$ cat src/rtl/iod_train_pkg.sv
// Shared types and constants for the reference-clock IOD training controller:
// FSM state encoding, eye-monitor wait length and a counter-width helper.
package iod_train_pkg;

  typedef enum logic [3:0] {
    StIdle,
    StLoad,
    StSettle,
    StCaptureRef,
    StSample,
    StStep,
    StEyeClr,
    StEyeWait,
    StNextLane,
    StDone
  } train_state_e;

  localparam int unsigned EYE_WAIT_CYC = 16;

  // Bits needed to hold the values 0..max_val.
  function automatic int unsigned tap_width(input int unsigned max_val);
    return (max_val < 1) ? 1 : $clog2(max_val + 1);
  endfunction

endpackage

$ cat src/rtl/iod_ref_clk_train_ctrl_if.sv
// Delay-line / eye-monitor / status bundle of the training controller.
// master = controller side, slave = delay-line and eye-monitor side.
interface iod_ref_clk_train_ctrl_if #(
  parameter int unsigned NUM_LANES  = 4,
  parameter int unsigned DATA_WIDTH = 8,
  parameter int unsigned TAP_MAX    = 127
) ();
  import iod_train_pkg::*;

  localparam int unsigned TAP_W = tap_width(TAP_MAX);

  logic                            START;
  logic [NUM_LANES*DATA_WIDTH-1:0] RX_DATA;
  logic [NUM_LANES-1:0]            DELAY_LINE_OUT_OF_RANGE;
  logic [NUM_LANES-1:0]            EYE_MONITOR_EARLY;
  logic [NUM_LANES-1:0]            EYE_MONITOR_LATE;
  logic [NUM_LANES-1:0]            DELAY_LINE_MOVE;
  logic [NUM_LANES-1:0]            DELAY_LINE_DIRECTION;
  logic [NUM_LANES-1:0]            DELAY_LINE_LOAD;
  logic [NUM_LANES-1:0]            EYE_MONITOR_CLEAR_FLAGS;
  logic                            BUSY;
  logic                            DONE;
  logic [NUM_LANES-1:0]            LANE_ERR;
  logic [NUM_LANES*TAP_W-1:0]      LANE_TAP;

  modport master (
    input  START,
    input  RX_DATA,
    input  DELAY_LINE_OUT_OF_RANGE,
    input  EYE_MONITOR_EARLY,
    input  EYE_MONITOR_LATE,
    output DELAY_LINE_MOVE,
    output DELAY_LINE_DIRECTION,
    output DELAY_LINE_LOAD,
    output EYE_MONITOR_CLEAR_FLAGS,
    output BUSY,
    output DONE,
    output LANE_ERR,
    output LANE_TAP
  );

  modport slave (
    output START,
    output RX_DATA,
    output DELAY_LINE_OUT_OF_RANGE,
    output EYE_MONITOR_EARLY,
    output EYE_MONITOR_LATE,
    input  DELAY_LINE_MOVE,
    input  DELAY_LINE_DIRECTION,
    input  DELAY_LINE_LOAD,
    input  EYE_MONITOR_CLEAR_FLAGS,
    input  BUSY,
    input  DONE,
    input  LANE_ERR,
    input  LANE_TAP
  );

endinterface

$ cat src/rtl/iod_train_edge_det.sv
// Edge detector shared by all lanes: holds the reference word W0 and counts
// consecutive samples that differ from it; flags the sample completing MATCH_CNT.
module iod_train_edge_det
  import iod_train_pkg::*;
#(
  parameter int unsigned DATA_WIDTH = 8,
  parameter int unsigned MATCH_CNT  = 3
) (
  input  logic                  clk,
  input  logic                  rst_n,
  input  logic                  capture,
  input  logic                  sample,
  input  logic [DATA_WIDTH-1:0] word,
  output logic                  edge_found
);

  localparam int unsigned CntW = tap_width(MATCH_CNT);

  logic [DATA_WIDTH-1:0] w0_q, w0_d;
  logic [CntW-1:0]       cnt_q, cnt_d;

  always_comb begin
    w0_d       = w0_q;
    cnt_d      = cnt_q;
    edge_found = 1'b0;
    if (capture) begin
      w0_d  = word;
      cnt_d = '0;
    end else if (sample) begin
      if (word != w0_q) begin
        cnt_d      = cnt_q + 1'b1;
        edge_found = (cnt_q == CntW'(MATCH_CNT - 1));
      end else begin
        cnt_d = '0;
      end
    end
  end

  always_ff @(posedge clk or negedge rst_n) begin
    if (!rst_n) begin
      w0_q  <= '0;
      cnt_q <= '0;
    end else begin
      w0_q  <= w0_d;
      cnt_q <= cnt_d;
    end
  end

endmodule

$ cat src/rtl/iod_ref_clk_train_ctrl.sv
// Reference-clock IOD delay training: sweeps each lane's delay line from tap 0 until the
// RX word changes stably. Optional eye-monitor check enabled by IOD_TRAIN_EYE_MON_EN.
module iod_ref_clk_train_ctrl
  import iod_train_pkg::*;
#(
  parameter int unsigned NUM_LANES  = 4,
  parameter int unsigned DATA_WIDTH = 8,
  parameter int unsigned TAP_MAX    = 127,
  parameter int unsigned SETTLE_CYC = 4,
  parameter int unsigned MATCH_CNT  = 3
) (
  input logic                      FAB_CLK,
  input logic                      ARST_N,
  iod_ref_clk_train_ctrl_if.master bus
);

  localparam int unsigned TAP_W = tap_width(TAP_MAX);
  localparam int unsigned LaneW = (NUM_LANES > 1) ? $clog2(NUM_LANES) : 1;
  localparam int unsigned SetW  = tap_width(SETTLE_CYC);

  train_state_e               state_q, state_d;
  logic [LaneW-1:0]           lane_q, lane_d;
  logic [TAP_W-1:0]           tap_q, tap_d;
  logic [SetW-1:0]            settle_q, settle_d;
  logic                       after_step_q, after_step_d;
  logic                       done_q, done_d;
  logic [NUM_LANES-1:0]       lane_err_q, lane_err_d;
  logic [NUM_LANES*TAP_W-1:0] lane_tap_q, lane_tap_d;

  logic [NUM_LANES-1:0]  lane_oh;
  logic [DATA_WIDTH-1:0] lane_word;
  logic                  oor;
  logic                  edge_found;

  assign lane_oh   = NUM_LANES'(1) << lane_q;
  assign lane_word = bus.RX_DATA[lane_q*DATA_WIDTH +: DATA_WIDTH];
  assign oor       = bus.DELAY_LINE_OUT_OF_RANGE[lane_q];

`ifdef IOD_TRAIN_EYE_MON_EN
  localparam int unsigned EyeW = $clog2(EYE_WAIT_CYC);

  logic [EyeW-1:0] eye_q, eye_d;
  logic            eye_flag;

  assign eye_flag = bus.EYE_MONITOR_EARLY[lane_q] | bus.EYE_MONITOR_LATE[lane_q];
  assign bus.EYE_MONITOR_CLEAR_FLAGS = (state_q == StEyeClr) ? lane_oh : '0;
`else
  logic unused_eye;

  assign unused_eye = ^{bus.EYE_MONITOR_EARLY, bus.EYE_MONITOR_LATE};
  assign bus.EYE_MONITOR_CLEAR_FLAGS = '0;
`endif

  iod_train_edge_det #(
    .DATA_WIDTH (DATA_WIDTH),
    .MATCH_CNT  (MATCH_CNT)
  ) u_edge_det (
    .clk        (FAB_CLK),
    .rst_n      (ARST_N),
    .capture    (state_q == StCaptureRef),
    .sample     (state_q == StSample),
    .word       (lane_word),
    .edge_found (edge_found)
  );

  always_comb begin
    state_d      = state_q;
    lane_d       = lane_q;
    tap_d        = tap_q;
    settle_d     = settle_q;
    after_step_d = after_step_q;
    done_d       = done_q;
    lane_err_d   = lane_err_q;
    lane_tap_d   = lane_tap_q;
`ifdef IOD_TRAIN_EYE_MON_EN
    eye_d        = eye_q;
`endif

    case (state_q)
      StIdle: begin
        if (bus.START) begin
          done_d     = 1'b0;
          lane_err_d = '0;
          lane_tap_d = '0;
          lane_d     = '0;
          state_d    = StLoad;
        end
      end
      StLoad: begin
        tap_d        = '0;
        settle_d     = '0;
        after_step_d = 1'b0;
        state_d      = StSettle;
      end
      StSettle: begin
        if (settle_q == SetW'(SETTLE_CYC - 1)) begin
          settle_d = '0;
          state_d  = after_step_q ? StSample : StCaptureRef;
        end else begin
          settle_d = settle_q + 1'b1;
        end
      end
      StCaptureRef: state_d = StStep;
      StStep: begin
        tap_d        = tap_q + 1'b1;
        settle_d     = '0;
        after_step_d = 1'b1;
        state_d      = StSettle;
      end
      StSample: begin
        // Out-of-range wins over an edge confirmed on the same sample.
        if (oor) begin
          lane_err_d[lane_q]                 = 1'b1;
          lane_tap_d[lane_q*TAP_W +: TAP_W]  = '0;
          state_d                            = StNextLane;
        end else if (edge_found) begin
          // The edge sits at the first of the MATCH_CNT differing taps.
          lane_tap_d[lane_q*TAP_W +: TAP_W] = tap_q - TAP_W'(MATCH_CNT - 1);
`ifdef IOD_TRAIN_EYE_MON_EN
          state_d = StEyeClr;
`else
          state_d = StNextLane;
`endif
        end else if (tap_q == TAP_W'(TAP_MAX)) begin
          lane_err_d[lane_q]                 = 1'b1;
          lane_tap_d[lane_q*TAP_W +: TAP_W]  = '0;
          state_d                            = StNextLane;
        end else begin
          state_d = StStep;
        end
      end
`ifdef IOD_TRAIN_EYE_MON_EN
      StEyeClr: begin
        eye_d   = '0;
        state_d = StEyeWait;
      end
      StEyeWait: begin
        if (eye_flag) lane_err_d[lane_q] = 1'b1;
        if (eye_q == EyeW'(EYE_WAIT_CYC - 1)) begin
          state_d = StNextLane;
        end else begin
          eye_d = eye_q + 1'b1;
        end
      end
`else
      StEyeClr:  state_d = StNextLane;
      StEyeWait: state_d = StNextLane;
`endif
      StNextLane: begin
        if (lane_q == LaneW'(NUM_LANES - 1)) begin
          done_d  = 1'b1;
          state_d = StDone;
        end else begin
          lane_d  = lane_q + 1'b1;
          state_d = StLoad;
        end
      end
      StDone:  state_d = StIdle;
      default: state_d = StIdle;
    endcase
  end

  always_ff @(posedge FAB_CLK or negedge ARST_N) begin
    if (!ARST_N) begin
      state_q      <= StIdle;
      lane_q       <= '0;
      tap_q        <= '0;
      settle_q     <= '0;
      after_step_q <= 1'b0;
      done_q       <= 1'b0;
      lane_err_q   <= '0;
      lane_tap_q   <= '0;
`ifdef IOD_TRAIN_EYE_MON_EN
      eye_q        <= '0;
`endif
    end else begin
      state_q      <= state_d;
      lane_q       <= lane_d;
      tap_q        <= tap_d;
      settle_q     <= settle_d;
      after_step_q <= after_step_d;
      done_q       <= done_d;
      lane_err_q   <= lane_err_d;
      lane_tap_q   <= lane_tap_d;
`ifdef IOD_TRAIN_EYE_MON_EN
      eye_q        <= eye_d;
`endif
    end
  end

  // Commands decode from the state register so reset silences them at once.
  assign bus.DELAY_LINE_LOAD      = (state_q == StLoad) ? lane_oh : '0;
  assign bus.DELAY_LINE_MOVE      = (state_q == StStep) ? lane_oh : '0;
  assign bus.DELAY_LINE_DIRECTION = (state_q == StStep) ? lane_oh : '0;
  assign bus.BUSY                 = (state_q != StIdle) && (state_q != StDone);
  assign bus.DONE                 = done_q;
  assign bus.LANE_ERR             = lane_err_q;
  assign bus.LANE_TAP             = lane_tap_q;

endmodule
$ cat src/flat_wrapper.sv
// flat-port wrapper written by rule: the top's interface ports become plain ports
module iod_ref_clk_train_ctrl_flat import iod_train_pkg::*;
#(
  parameter int unsigned NUM_LANES  = 4,
  parameter int unsigned DATA_WIDTH = 8,
  parameter int unsigned TAP_MAX    = 127,
  parameter int unsigned SETTLE_CYC = 4,
  parameter int unsigned MATCH_CNT  = 3
)
  (FAB_CLK, ARST_N, bus_START, bus_RX_DATA, bus_DELAY_LINE_OUT_OF_RANGE, bus_EYE_MONITOR_EARLY, bus_EYE_MONITOR_LATE, bus_DELAY_LINE_MOVE, bus_DELAY_LINE_DIRECTION, bus_DELAY_LINE_LOAD, bus_EYE_MONITOR_CLEAR_FLAGS, bus_BUSY, bus_DONE, bus_LANE_ERR, bus_LANE_TAP);
  iod_ref_clk_train_ctrl_if #(.NUM_LANES(NUM_LANES), .DATA_WIDTH(DATA_WIDTH), .TAP_MAX(TAP_MAX)) bus_i ();
  input logic FAB_CLK;
  input logic ARST_N;
  input wire logic [$bits(bus_i.START)-1:0] bus_START;
  input wire logic [$bits(bus_i.RX_DATA)-1:0] bus_RX_DATA;
  input wire logic [$bits(bus_i.DELAY_LINE_OUT_OF_RANGE)-1:0] bus_DELAY_LINE_OUT_OF_RANGE;
  input wire logic [$bits(bus_i.EYE_MONITOR_EARLY)-1:0] bus_EYE_MONITOR_EARLY;
  input wire logic [$bits(bus_i.EYE_MONITOR_LATE)-1:0] bus_EYE_MONITOR_LATE;
  output wire logic [$bits(bus_i.DELAY_LINE_MOVE)-1:0] bus_DELAY_LINE_MOVE;
  output wire logic [$bits(bus_i.DELAY_LINE_DIRECTION)-1:0] bus_DELAY_LINE_DIRECTION;
  output wire logic [$bits(bus_i.DELAY_LINE_LOAD)-1:0] bus_DELAY_LINE_LOAD;
  output wire logic [$bits(bus_i.EYE_MONITOR_CLEAR_FLAGS)-1:0] bus_EYE_MONITOR_CLEAR_FLAGS;
  output wire logic [$bits(bus_i.BUSY)-1:0] bus_BUSY;
  output wire logic [$bits(bus_i.DONE)-1:0] bus_DONE;
  output wire logic [$bits(bus_i.LANE_ERR)-1:0] bus_LANE_ERR;
  output wire logic [$bits(bus_i.LANE_TAP)-1:0] bus_LANE_TAP;
  assign bus_i.START = bus_START;
  assign bus_i.RX_DATA = bus_RX_DATA;
  assign bus_i.DELAY_LINE_OUT_OF_RANGE = bus_DELAY_LINE_OUT_OF_RANGE;
  assign bus_i.EYE_MONITOR_EARLY = bus_EYE_MONITOR_EARLY;
  assign bus_i.EYE_MONITOR_LATE = bus_EYE_MONITOR_LATE;
  assign bus_DELAY_LINE_MOVE = bus_i.DELAY_LINE_MOVE;
  assign bus_DELAY_LINE_DIRECTION = bus_i.DELAY_LINE_DIRECTION;
  assign bus_DELAY_LINE_LOAD = bus_i.DELAY_LINE_LOAD;
  assign bus_EYE_MONITOR_CLEAR_FLAGS = bus_i.EYE_MONITOR_CLEAR_FLAGS;
  assign bus_BUSY = bus_i.BUSY;
  assign bus_DONE = bus_i.DONE;
  assign bus_LANE_ERR = bus_i.LANE_ERR;
  assign bus_LANE_TAP = bus_i.LANE_TAP;
  iod_ref_clk_train_ctrl #(.NUM_LANES(NUM_LANES), .DATA_WIDTH(DATA_WIDTH), .TAP_MAX(TAP_MAX), .SETTLE_CYC(SETTLE_CYC), .MATCH_CNT(MATCH_CNT)) u_core (.FAB_CLK(FAB_CLK), .ARST_N(ARST_N), .bus(bus_i));
endmodule
$ cat config.mk
export PLATFORM = sky130hd
export DESIGN_NAME = iod_ref_clk_train_ctrl_flat
export DESIGN_NICKNAME = d
export VERILOG_FILES = /design/src/rtl/iod_train_pkg.sv /design/src/rtl/iod_ref_clk_train_ctrl_if.sv /design/src/rtl/iod_train_edge_det.sv /design/src/rtl/iod_ref_clk_train_ctrl.sv /design/src/flat_wrapper.sv
export SDC_FILE = /design/constraint.sdc
export NUM_CORES = 1
export LEC_CHECK = 0
export BUFFER_PORTS_ARGS = -buffer_cell sky130_fd_sc_hd__buf_2
export CORE_UTILIZATION = 46
export CTS_CLUSTER_SIZE = 8
export DETAILED_ROUTE_END_ITERATION = 10
export HOLD_SLACK_MARGIN = 0.1
export PLACE_DENSITY = 0.75
export SLEW_MARGIN = 0
export SYNTH_ARGS = -nofsm -noshare
export SYNTH_HDL_FRONTEND = slang
export SYNTH_SLANG_ARGS = --single-unit
$ cat constraint.sdc
create_clock -name FAB_CLK -period 2.2 [get_ports FAB_CLK]
set_input_delay 0.11 -clock FAB_CLK [delete_from_list [all_inputs] [get_ports FAB_CLK]]
set_output_delay 0.11 -clock FAB_CLK [all_outputs]
set_load 0.01 [all_outputs]
==> metrics.cfg <==
[status]
status=finished with violations
violations=setup timing

[route]
viasPerCell=5.267
wire_per_inst_microns=15.33
drcViolationCount=0
drtIter0Drc=116
antenna_left=0
wl_microns=8219
dr_total_vias=2823
first_pass_iters=4

[critical_path]
rr_worst_depth=9
critPathTopFamily=multiplexers
endpoint_kind=flip-flop
worstPathArrival_ns=2.59
critical_path_class=reg2reg
crit_path_end=u_core.bus.LANE_TAP[7]$_DFFE_PN0P_
required_ns=2.47
r2r_slack_ns=-0.12
cpPeakStageDelay_ns=0.54
r2r-start=u_core.lane_q[0]$_DFFE_PN0P_
crit_path_top_delay_cell=mux4_2
crit_fanout=7
path_depth=9
reg2reg_to=u_core.bus.LANE_TAP[7]$_DFFE_PN0P_
crit_path_start=u_core.lane_q[0]$_DFFE_PN0P_
critical_path.startpoint_type=flip-flop
path_cells=buf_12 > mux4_2 > xnor2_2 > nand4_4 > o21ai_4 > buf_6 > buf_4 > a21oi_4 > o22ai_1
crit_buf_inv=3

[timing]
slew_headroom_pct=65.26
period_minus_slack_ns=2.322
slew_violations=0
rsz0062_at_grt=true
layout_setup_ws_ns=-0.1222
fin_skew_ns=0.01056
period_share_pct=105.6
fmax_mhz=430.6
hold_violations=0
setup_viol=29
worstMarginPinSlew_ns=0.5174

[die]
die_area_sq_um=7540
die_h_microns=86.84
coreArea_sq_um=6869
rows=30
die_w_microns=86.84
start_util_pct=48.20
io_pins=97

[synth]
yosysTopAreaCellShare_pct=45.35
synth_area_sq_um=3311
seq_area_frac_synth_pct=45.35
synth.largest_area_cell=dfrtp_1
synth_area_leaders=dfrtp_1, mux4_2, o22ai_1
synth_edf_count=0
synth_cell_types=47
syn_avg_cell_area_sq_um=10.25
ys_seq_elements=60
synth-main-ff-cell=dfrtp_1
netlist_instances=323
ys_async_sr_fraction_pct=100.0
yosys_warnings=0

[power]
finalPower_mw=4.563
ir_drop_uv=818.4
power_leakage_nw=2.191
powerDensity_nw_per_um2=1033

[clocking]
cts_tree=done
clk_latency_ns=0.35
clk_transition_reported_paths_ns=0.07
clk_path_buf_depth=2
htree_levels=3
cts-buffers-inserted=9
clock-root-buffer=clkbuf_8
cts_sinks=60

[grt]
grt_pass1_wl_microns=12970
track_usage_pct=23.10
overflow=0
antenna_found_initial=0
grt_pass1_vias=2706
grt_max_degree=34

[finish]
final_nets=491
fill_cells=576
area_growth_pct=33.48
final_layout_size_suffix_gt1_share_pct=42.27
antenna_cells=0

[placed_design]
routabilityCongestion=0.8420
port-buffer-count=84
pre_cts_ws_ns=-0.2615
dpl.hpwl_microns=5784

[job]
maxCapViolCount=0

[min_path]
hold_class=in2reg
min_path_cells=4

## repair_timing
| action | CTS | global route |
|---|---|---|
| pin swaps | 4 | 6 |
| endpoints found under the hold margin | 60 | 0 |
| setup endpoints to repair | 35 | 36 |
| setup buffers | 3 | 2 |
| hold buffers | 2 | 0 |
| gates resized for setup | 22 | 8 |
## metrics by stage
| stage | instance area, sq um | instances | setup TNS, ns | hold WS (ns) | util, % |
|---|---|---|---|---|---|
| floorplan | 3373 | 326 | -1.523 | -0.1856 | - |
| global placement | 4023 | 515 | -4.946 | -0.08585 | 58.56 |
| detailed placement | 4023 | 515 | -6.454 | -0.08812 | 58.56 |
| CTS | 4380 | 535 | -3.437 | 0.1881 | 63.77 |
| global route | 4419 | 536 | -5.204 | 0.2419 | 64.34 |
| finish | 4419 | 536 | -2.615 | 0.2140 | 64.34 |
## worst min path at each step
stage	from	to	slack, ns
6_report	bus_START	u_core.state_q[0]$_DFFE_PN0P_	0.21
5_1_grt	bus_START	u_core.state_q[0]$_DFFE_PN0P_	0.24
4_1_cts	bus_START	u_core.state_q[0]$_DFFE_PN0P_	0.19
3_5_place_dp	ARST_N	u_core.bus.LANE_TAP[2]$_DFFE_PN0P_	-0.09
3_3_place_gp	ARST_N	u_core.bus.LANE_TAP[2]$_DFFE_PN0P_	-0.09
2_1_floorplan	ARST_N	u_core.after_step_q$_DFFE_PN0N_	-0.19
## synth_stat cells (2+ instances only)
master    count
a21o_1        2
a21oi_1       5
a21oi_2       4
a22o_1        2
a41oi_1       4
and2_1        7
and3_1        6
buf_4         9
clkbuf_1     11
dfrtp_1      60
ha_1          9
inv_1        35
mux2_2        9
mux2i_1       2
mux4_2        8
nand2_1      25
nand3_1       8
nand3b_1      4
nand4_2       2
nor2_1       21
nor2b_1       5
nor3_1        5
nor3b_1       3
o21a_1        2
o21ai_0       7
o21ai_1       7
o22ai_1      22
o22ai_2       5
or3_1         3
xnor2_1      12
xor2_1        3
## logic make-up (layout without fill, tap and decap cells)
family                     Yosys count  after routing  synth area share, %
AOI/OAI and AO/OA                   69             69                14.97
xor gates and xnor gates            15             15                3.968
adders and majority gates            9              9                3.401
buffers and inverters               58            172                8.201
DFF                                 60             60                45.35
muxes                               20             20                9.902
other                                1              4               0.1133
and+or+nand+nor                     91             91                14.10
## cell type report
class	instances	area, sq um	share of cell area, %
clock buffer	9	123.9	2.803
multi-input combinational	208	1697	38.39
sequential	60	1503	34.00
timing repair buffer	121	745.7	16.87
inverter	35	131.4	2.973
clock inverter	7	98.84	2.237
tap	96	120.1	2.718
## per-layer routing
metal	track usage, %	wire length [microns]	vias up
li1	-	-	1342
met1	28.24	3534	1362
met2	38.73	4098	100
met3	6.667	413	19
met4	8.636	172	0
met5	0	0	-
## flip-flops by register name, summed over array words and instances (netlist names)
signal	count
u_core.bus.LANE_TAP	28
u_core.lane_q	2
u_core.after_step_q	1
u_core.u_edge_det.w0_q	8
u_core.state_q	4
u_core.settle_q	3
u_core.tap_q	7
u_core.u_edge_det.cnt_q	2
u_core.bus.DONE	1
u_core.bus.LANE_ERR	4
## worst reg2reg max path, cell delays in order (launching register included)
cell	delay, ns
dfrtp_2	0.41
buf_12	0.14
mux4_2	0.55
xnor2_2	0.22
nand4_4	0.18
o21ai_4	0.24
buf_6	0.15
buf_4	0.11
a21oi_4	0.08
o22ai_1	0.18
## layout by cell type (no fill, tap or decap), types with 4 or more instances in the layout
cell type and instances:
dfrtp_1 59, a21oi_2 4, xnor2_1 4, inv_1 35, o22ai_2 6, nand3b_1 4, conb_1 4, buf_2 84
buf_6 8, o22ai_1 21, and2_1 7, nor2b_1 5, mux2_2 9, o21ai_1 6, buf_4 26, nor2_1 21
o21ai_0 7, and3_1 6, mux4_2 9, ha_1 9, nand3_1 8, nand2_1 23, nor3_1 5, xnor2_2 8
clkbuf_8 9
## report_power, final
| group | total [mW] | switching, mW | internal, mW |
|---|---|---|---|
| clock network | 1.12 | 0.480 | 0.645 |
| registers | 1.45 | 0.158 | 1.29 |
| logic | 1.99 | 1.07 | 0.923 |
Power figures use the tool's default switching activity.
